===== src/rtl/rover_pkg.sv =====
// -----------------------------------------------------------------------------
// rover_pkg
// Shared types and constants for the rover request dispatcher.
//   LOC_W        : width of a room / location number
//   loc_t        : room / location number
//   disp_state_t : dispatcher FSM state (IDLE, MOVE, DWELL)
//   room_valid() : true when a room number lies inside 0..num_locs-1
// -----------------------------------------------------------------------------
package rover_pkg;

  localparam int LOC_W = 4;

  typedef logic [LOC_W-1:0] loc_t;

  // Raw encodings are kept as plain constants so older code that compares
  // against the numeric state values keeps working.
  localparam logic [1:0] S_IDLE  = 2'd0;
  localparam logic [1:0] S_MOVE  = 2'd1;
  localparam logic [1:0] S_DWELL = 2'd2;

  typedef enum logic [1:0] {
    IDLE  = S_IDLE,
    MOVE  = S_MOVE,
    DWELL = S_DWELL
  } disp_state_t;

  // One extra bit on the compare so that num_locs = 16 still accepts room 15.
  function automatic logic room_valid(input loc_t room, input int num_locs);
    return ({1'b0, room} < (LOC_W+1)'(num_locs));
  endfunction

endpackage


===== src/rtl/rover_req_fifo.sv =====
// -----------------------------------------------------------------------------
// rover_req_fifo
// Synchronous first-in first-out queue of destination rooms.
//   clk    in   clock, rising edge
//   reset  in   synchronous, active-low; empties the queue
//   push   in   write din at this edge (ignored while full)
//   din    in   room to enqueue
//   pop    in   drop the head entry at this edge (ignored while empty)
//   full   out  no free entry
//   empty  out  no stored entry
//   head   out  oldest stored room (meaningless while empty)
// Pointers carry one bit beyond the index so full and empty can be told
// apart when the index bits match.
// -----------------------------------------------------------------------------
module rover_req_fifo
  import rover_pkg::*;
#(
  parameter int DEPTH = 4
) (
  input  logic clk,
  input  logic reset,
  input  logic push,
  input  loc_t din,
  input  logic pop,
  output logic full,
  output logic empty,
  output loc_t head
);

  localparam int AW = $clog2(DEPTH);

  loc_t        mem_r [DEPTH];
  logic [AW:0] wr_ptr_r;
  logic [AW:0] rd_ptr_r;
  logic        push_ok_s;
  logic        pop_ok_s;

  // Status flags and qualified push/pop strobes.
  always_comb begin
    full      = (wr_ptr_r[AW] != rd_ptr_r[AW]) &&
                (wr_ptr_r[AW-1:0] == rd_ptr_r[AW-1:0]);
    empty     = (wr_ptr_r == rd_ptr_r);
    push_ok_s = push && !full;
    pop_ok_s  = pop && !empty;
    head      = mem_r[rd_ptr_r[AW-1:0]];
  end

  // Read and write pointers.
  always_ff @(posedge clk) begin
    if (!reset) begin
      wr_ptr_r <= {(AW+1){1'b0}};
      rd_ptr_r <= {(AW+1){1'b0}};
    end else begin
      if (push_ok_s) begin
        wr_ptr_r <= wr_ptr_r + {{AW{1'b0}}, 1'b1};
      end
      if (pop_ok_s) begin
        rd_ptr_r <= rd_ptr_r + {{AW{1'b0}}, 1'b1};
      end
    end
  end

  // Entry storage; contents are don't-care until written.
  always_ff @(posedge clk) begin
    if (push_ok_s) begin
      mem_r[wr_ptr_r[AW-1:0]] <= din;
    end
  end

endmodule


===== src/rtl/rover_dispatch.sv =====
// -----------------------------------------------------------------------------
// rover_dispatch
// Queues destination-room requests for the hospital rover, drives the rover
// forward until its reported location matches the head destination, parks it
// for DWELL_CYCLES cycles, then serves the next request. A watchdog raises a
// sticky fault when the rover stays in MOVE for MOVE_TIMEOUT cycles.
//   clk           in   clock, rising edge
//   reset         in   synchronous, active-low
//   req_valid     in   request present
//   req_room      in   requested room
//   req_ready     out  request queue not full
//   current_loc   in   rover location feedback
//   move_switch   out  rover advance enable (combinational)
//   busy          out  dispatcher active or requests pending
//   arrived       out  one-cycle pulse after the rover reaches its target
//   arrived_room  out  room of the most recent arrival
//   req_err       out  one-cycle pulse after an out-of-range room is dropped
//   fault         out  sticky watchdog fault
// -----------------------------------------------------------------------------
module rover_dispatch
  import rover_pkg::*;
#(
  parameter int DEPTH        = 4,
  parameter int NUM_LOCS     = 10,
  parameter int DWELL_CYCLES = 8,
  parameter int MOVE_TIMEOUT = 32
) (
  input  logic             clk,
  input  logic             reset,
  input  logic             req_valid,
  input  logic [LOC_W-1:0] req_room,
  output logic             req_ready,
  input  logic [LOC_W-1:0] current_loc,
  output logic             move_switch,
  output logic             busy,
  output logic             arrived,
  output logic [LOC_W-1:0] arrived_room,
  output logic             req_err,
  output logic             fault
);

  localparam int MT_W = $clog2(MOVE_TIMEOUT);
  localparam int DW_W = (DWELL_CYCLES > 1) ? $clog2(DWELL_CYCLES) : 1;

  localparam logic [MT_W-1:0] MOVE_LAST  = MT_W'(MOVE_TIMEOUT - 1);
  localparam logic [MT_W-1:0] MOVE_ONE   = MT_W'(1'b1);
  localparam logic [MT_W-1:0] MOVE_ZERO  = MT_W'(1'b0);
  localparam logic [DW_W-1:0] DWELL_LOAD = DW_W'(DWELL_CYCLES - 1);
  localparam logic [DW_W-1:0] DWELL_ONE  = DW_W'(1'b1);
  localparam logic [DW_W-1:0] DWELL_ZERO = DW_W'(1'b0);

  disp_state_t     state_r;
  loc_t            target_r;
  logic [MT_W-1:0] move_timer_r;
  logic [DW_W-1:0] dwell_cnt_r;
  logic            arrived_r;
  loc_t            arrived_room_r;
  logic            req_err_r;
  logic            fault_r;

  logic            fifo_full_s;
  logic            fifo_empty_s;
  loc_t            fifo_head_s;
  logic            room_ok_s;
  logic            push_s;
  logic            pop_s;

  // Request acceptance and head pop. A pop never frees a slot for the same
  // cycle's push because push is gated by the registered full flag.
  always_comb begin
    room_ok_s = room_valid(req_room, NUM_LOCS);
    push_s    = req_valid && !fifo_full_s && room_ok_s;
    pop_s     = (state_r == IDLE) && !fifo_empty_s;
  end

  rover_req_fifo #(
    .DEPTH (DEPTH)
  ) u_fifo (
    .clk   (clk),
    .reset (reset),
    .push  (push_s),
    .din   (req_room),
    .pop   (pop_s),
    .full  (fifo_full_s),
    .empty (fifo_empty_s),
    .head  (fifo_head_s)
  );

  // Rover drive is combinational on the live location so that the rover is
  // stopped in the very cycle it reports the target, without overshooting.
  always_comb begin
    req_ready   = !fifo_full_s;
    busy        = (state_r != IDLE) || !fifo_empty_s;
    move_switch = (state_r == MOVE) && (current_loc != target_r);
  end

  // Dispatcher FSM, move watchdog, dwell counter and pulse outputs.
  always_ff @(posedge clk) begin
    if (!reset) begin
      state_r        <= IDLE;
      target_r       <= '0;
      move_timer_r   <= MOVE_ZERO;
      dwell_cnt_r    <= DWELL_ZERO;
      arrived_r      <= 1'b0;
      arrived_room_r <= '0;
      req_err_r      <= 1'b0;
      fault_r        <= 1'b0;
    end else begin
      arrived_r <= 1'b0;
      req_err_r <= req_valid && !fifo_full_s && !room_ok_s;
      case (state_r)
        IDLE: begin
          if (!fifo_empty_s) begin
            target_r <= fifo_head_s;
            if (fifo_head_s == current_loc) begin
              // Already there: skip MOVE entirely.
              state_r        <= DWELL;
              arrived_r      <= 1'b1;
              arrived_room_r <= fifo_head_s;
              dwell_cnt_r    <= DWELL_LOAD;
            end else begin
              state_r      <= MOVE;
              move_timer_r <= MOVE_ZERO;
            end
          end
        end
        MOVE: begin
          if (current_loc == target_r) begin
            state_r        <= DWELL;
            arrived_r      <= 1'b1;
            arrived_room_r <= target_r;
            dwell_cnt_r    <= DWELL_LOAD;
          end else if (move_timer_r == MOVE_LAST) begin
            // Rover never got there: abandon this target, keep dispatching.
            fault_r  <= 1'b1;
            state_r  <= IDLE;
            target_r <= '0;
          end else begin
            move_timer_r <= move_timer_r + MOVE_ONE;
          end
        end
        DWELL: begin
          if (dwell_cnt_r == DWELL_ZERO) begin
            state_r <= IDLE;
          end else begin
            dwell_cnt_r <= dwell_cnt_r - DWELL_ONE;
          end
        end
        default: begin
          state_r <= IDLE;
        end
      endcase
    end
  end

  // Registered pulse and status outputs.
  always_comb begin
    arrived      = arrived_r;
    arrived_room = arrived_room_r;
    req_err      = req_err_r;
    fault        = fault_r;
  end

endmodule


===== config.mk =====
export PLATFORM = sky130hd
export DESIGN_NAME = rover_dispatch
export DESIGN_NICKNAME = d
export VERILOG_FILES = /design/src/rtl/rover_pkg.sv /design/src/rtl/rover_req_fifo.sv /design/src/rtl/rover_dispatch.sv
export SDC_FILE = /design/constraint.sdc
export NUM_CORES = 1
export LEC_CHECK = 0
export CORE_ASPECT_RATIO = 0.5
export CORE_MARGIN = 5
export CORE_UTILIZATION = 35
export DETAILED_ROUTE_END_ITERATION = 10
export GPL_ROUTABILITY_DRIVEN = 0
export GPL_TIMING_DRIVEN = 0
export PLACE_DENSITY_LB_ADDON = 0.3
export SYNTH_ARGS = -nofsm -noshare
export SYNTH_HDL_FRONTEND = slang
export SYNTH_SLANG_ARGS = --single-unit

===== constraint.sdc =====
create_clock -name clk -period 2.5 [get_ports clk]
set_input_delay 0.5 -clock clk [delete_from_list [all_inputs] [get_ports clk]]
set_output_delay 0.5 -clock clk [all_outputs]
set_load 0.05 [all_outputs]

==> impl_metrics.sql <==
INSERT INTO impl_metrics (metric_group, metric, value, unit) VALUES
('power_and_ir_drop', 'p_total', '2.620', 'mW'),
('synthesis', 'syn-cell-area', '0.002140', 'mm²'),
('cts', 'ctsLongestPathBuffers', '2', ''),
('sta', 'worst-slew-pin-transition', '0.5213', 'ns'),
('cells_and_area', 'diodes', '0', ''),
('cells_and_area', 'instances_no_fill', '297', ''),
('routing', 'detail_route.vias_per_cell', '4.936', ''),
('setup_path', 'worst-path-max-fanout', '5', ''),
('cts', 'htreeDepth', '2', ''),
('cells_and_area', 'layout.nets', '239', ''),
('routing', 'route.top_layer_used', 'met4', ''),
('power_and_ir_drop', 'power_per_cell_area', '1006', 'mW/mm²'),
('sta', 'rsz0062_at_grt', 'false', ''),
('synthesis', 'ys_ff_latch', '45', ''),
('global_routing', 'grt_antenna_before_repair', '0', ''),
('routing', 'wire_per_inst', '14.20', 'µm'),
('worst_hold_path', 'worst_hold_path_type', 'reg -> reg', ''),
('synthesis', 'asyncSetResetFlopFracSynth', '0', '%'),
('sta', 'post_route_clock_skew', '0.006914', 'ns'),
('routing', 'met2WireLength', '2198', 'µm'),
('routing', 'met1Wirelength', '1897', 'µm'),
('floorplanning', 'die_area', '0.007871', 'mm²'),
('floorplanning', 'core', '0.006006', 'mm²'),
('cts', 'numCtsBuffers', '5', ''),
('routing', 'detail_route.drc_violations', '0', ''),
('global_routing', 'largest_net_degree_at_the_start_of_global_routing', '16', ''),
('placement', 'place.detailed.instances', '288', ''),
('routing', 'wl', '4218', 'µm'),
('synthesis', 'number_of_distinct_standard_cells_referenced_by_the_synthesized_netlist', '38', ''),
('sta', 'max_freq', '429.8', 'MHz'),
('power_and_ir_drop', 'leakage', '1.001', 'nW'),
('floorplanning', 'placement_rows', '20', ''),
('synthesis', 'syn_avg_cell_area', '11.20', 'µm²'),
('cells_and_area', 'area_delta_synth_final', '21.75', '%'),
('global_routing', 'number_of_global_route_vias_before_repair', '1451', ''),
('synthesis', 'synth_edf_count', '16', ''),
('cts', 'clock_insertion_delay_worst_skew', '0.28', 'ns'),
('routing', 'detailroute.wirelength.met3', '96', 'µm'),
('setup_path', 'timing.setup.critical_path_class', 'reg -> out', ''),
('sta', 'relSlewSlack', '65.25', '%'),
('placement', 'dpl_cell_area', '0.002436', 'mm²'),
('sta', 'layout_worst_path_cycle_share', '93.08', '%'),
('setup_path', 'arrival', '1.83', 'ns'),
('sta', 'postLayoutSetupSlackWorst', '0.1731', 'ns'),
('synthesis', 'synth_flop_cell', 'sky130_fd_sc_hd__dfxtp_1', ''),
('power_and_ir_drop', 'max-vdd-ir-drop', '0.3112', 'mV'),
('routing', 'firstDrtPassIters', '4', ''),
('synthesis', 'mappedNetlistNets', '211', ''),
('floorplanning', 'die_w', '120.6', 'µm'),
('global_routing', 'grt_pass1_wl', '7203', 'µm'),
('cts', 'cts_hold_buf', '0', ''),
('cells_and_area', 'area_occupied_by_multi_input_gates', '0.001022', 'mm²'),
('setup_path', 'worstSetupStartpointType', 'register', ''),
('cts', 'cts_root_buffer', 'sky130_fd_sc_hd__clkbuf_16', ''),
('placement', 'detailed_place_hpwl', '3153', 'µm'),
('global_routing', 'globalRoute.totalOverflow', '0', ''),
('placement', 'io_buffers', '20', ''),
('synthesis', 'postSynthCellCount', '191', ''),
('cts', 'tritoncts_num_sinks', '45', ''),
('routing', 'vias', '1466', ''),
('floorplanning', 'die_y', '65.29', 'µm'),
('setup_path', 'end_kind', 'primary output', ''),
('cts', 'tritoncts', 'yes', ''),
('global_routing', 'grt_util_all_layers', '11.66', '%'),
('sta', 'hold_viol', '0', ''),
('setup_path', 'crit_required', '2.00', 'ns'),
('routing', 'detail-route-antenna-nets', '0', ''),
('sta', 'timing.final.max_slew_violations', '0', ''),
('sta', 'totalNegativeSetupSlack', '0', 'ns'),
('synthesis', 'seq_area_frac_synth', '49.59', '%'),
('placement', 'post-place-ws', '-0.5178', 'ns'),
('floorplanning', 'ios', '21', ''),
('status', 'run_status', 'finished, final reports clean', ''),
('cells_and_area', 'fin_area', '0.002605', 'mm²'),
('cts', 'clk_pin_slew_worst_paths', '0.06', 'ns'),
('cells_and_area', 'seq_area', '0.001061', 'mm²'),
('floorplanning', 'initial_utilization', '35.63', '%'),
('routing', 'drt-initial-drc-count', '30', ''),
('job', 'cap_viol_max_count', '0', ''),
('cells_and_area', 'final_layout_size_suffix_gt1_share', '10.45', '%'),
('sta', 'layout_min_cycle_time', '2.327', 'ns'),
('cells_and_area', 'fill_cells', '551', ''),
('sta', 'final-setup-viol-count', '0', ''),
('synthesis', 'synth_warn', '0', '');
report_power, final:
part,total [mW],internal [mW],switching (mW)
Sequential,0.941,0.855,0.0857
Combinational,0.931,0.372,0.559
Clock,0.748,0.472,0.276
path summary, 6_finish.rpt:
| kind | start | cells after the start | slack [ns] | end |
|---|---|---|---|---|
| max | u_fifo.wr_ptr_r[0] | 4 | 0.17 | busy |
| min | arrived_room[3] | 2 | 0.46 | arrived_room[3] |
| min reg2reg | arrived_room[3] | 2 | 0.46 | arrived_room[3] |
| max reg2reg | register | 5 | 0.27 | move_timer_r[4] |
routing by layer:
layer  up-vias  GRT usage [%]
li1        737              -
met1       708          14.15
met2        18          20.71
met3         3          3.095
met4         0          3.107
met5         -              0
stage by stage:
step / utilization, % / hold WS (ns)
global placement: 40.56 / 0.4481
CTS: 43.48 / 0.4624
finish: 43.38 / 0.4589
detailed placement: 40.56 / 0.4543
floorplan: - / 0.4424
global route: 43.38 / 0.4930
cell usage after synthesis (all sizes together), types with 2 or more instances:
| cell | n | share of area, % |
|---|---|---|
| dfxtp | 29 | 27 |
| nor2 | 20 | 3.5 |
| edfxtp | 16 | 22 |
| nand2 | 16 | 2.8 |
| and2 | 13 | 3.9 |
| xor2 | 12 | 4.9 |
| mux2i | 11 | 5.1 |
| ha | 9 | 5.3 |
| inv | 9 | 1.6 |
| a21oi | 7 | 1.6 |
| o21ai | 6 | 1.4 |
| mux4 | 4 | 4.6 |
| nand3 | 4 | 0.94 |
| nor3 | 4 | 0.94 |
| xnor2 | 4 | 1.6 |
| clkbuf | 3 | 0.53 |
| and3 | 2 | 0.58 |
| nor4 | 2 | 2.0 |
| o221a | 2 | 1.1 |
| or3 | 2 | 0.58 |
timing repair:
item	CTS	global route
setup buffers	1	0
endpoints found under the setup margin	3	1
pin swaps	1	0
cloned	0	0
gates resized for setup	5	2
sequential cells by signal, summed over array words and instances, names as in the netlist, named ones only:
signal           cells
move_timer_r         5
dwell_cnt_r          3
fault                1
u_fifo.rd_ptr_r      3
u_fifo.wr_ptr_r      3
u_fifo.mem_r        16
arrived              1
target_r             4
state_r              2
arrived_room         4
req_err              1
cells in the final DEF (no fill, tap or decap), types with 3 or more instances in the layout:
| master | netlist | final |
|---|---|---|
| sky130_fd_sc_hd__nor3_1 | 4 | 4 |
| sky130_fd_sc_hd__clkdlybuf4s50_1 | 0 | 17 |
| sky130_fd_sc_hd__clkbuf_1 | 3 | 3 |
| sky130_fd_sc_hd__nand2_1 | 16 | 16 |
| sky130_fd_sc_hd__nand3_1 | 4 | 4 |
| sky130_fd_sc_hd__a21oi_1 | 7 | 7 |
| sky130_fd_sc_hd__and2_1 | 12 | 12 |
| sky130_fd_sc_hd__o21ai_0 | 6 | 6 |
| sky130_fd_sc_hd__xnor2_1 | 4 | 4 |
| sky130_fd_sc_hd__nor2_1 | 20 | 20 |
| sky130_fd_sc_hd__edfxtp_1 | 16 | 16 |
| sky130_fd_sc_hd__inv_1 | 9 | 9 |
| sky130_fd_sc_hd__xor2_1 | 12 | 12 |
| sky130_fd_sc_hd__ha_1 | 9 | 9 |
| sky130_fd_sc_hd__clkbuf_16 | 0 | 5 |
| sky130_fd_sc_hd__mux2i_1 | 11 | 11 |
| sky130_fd_sc_hd__dfxtp_1 | 29 | 29 |
cell families (layout without fill, tap and decap cells):
logic type	count (synthesis)	after routing	share of synthesized area, %
AND/OR/NAND/NOR	65	65	15.91
flip-flops	45	45	49.59
AO/OA/AOI/OAI	28	28	10.35
XOR/XNOR	16	16	6.550
multiplexers	15	15	9.708
buffers and inverters	13	42	2.631
adder cells (fa/ha/maj)	9	9	5.263
worst max-delay path, cell delays in order (launching register included):
cell and delay [ns]:
sky130_fd_sc_hd__dfxtp_1 0.44, sky130_fd_sc_hd__xor2_1 0.35, sky130_fd_sc_hd__nor3_1 0.10, sky130_fd_sc_hd__nand2_1 0.12, sky130_fd_sc_hd__dlygate4sd2_1 0.54
cell type report:
class | count | area share [%]
clock buffer | 5 | 4.803
tap | 77 | 3.698
multi-input combinational | 133 | 39.24
clock inverter | 3 | 1.681
buffer | 4 | 0.8646
inverter | 9 | 1.297
timing repair buffer | 21 | 7.685
sequential | 45 | 40.73
Power figures use the tool's default switching activity.
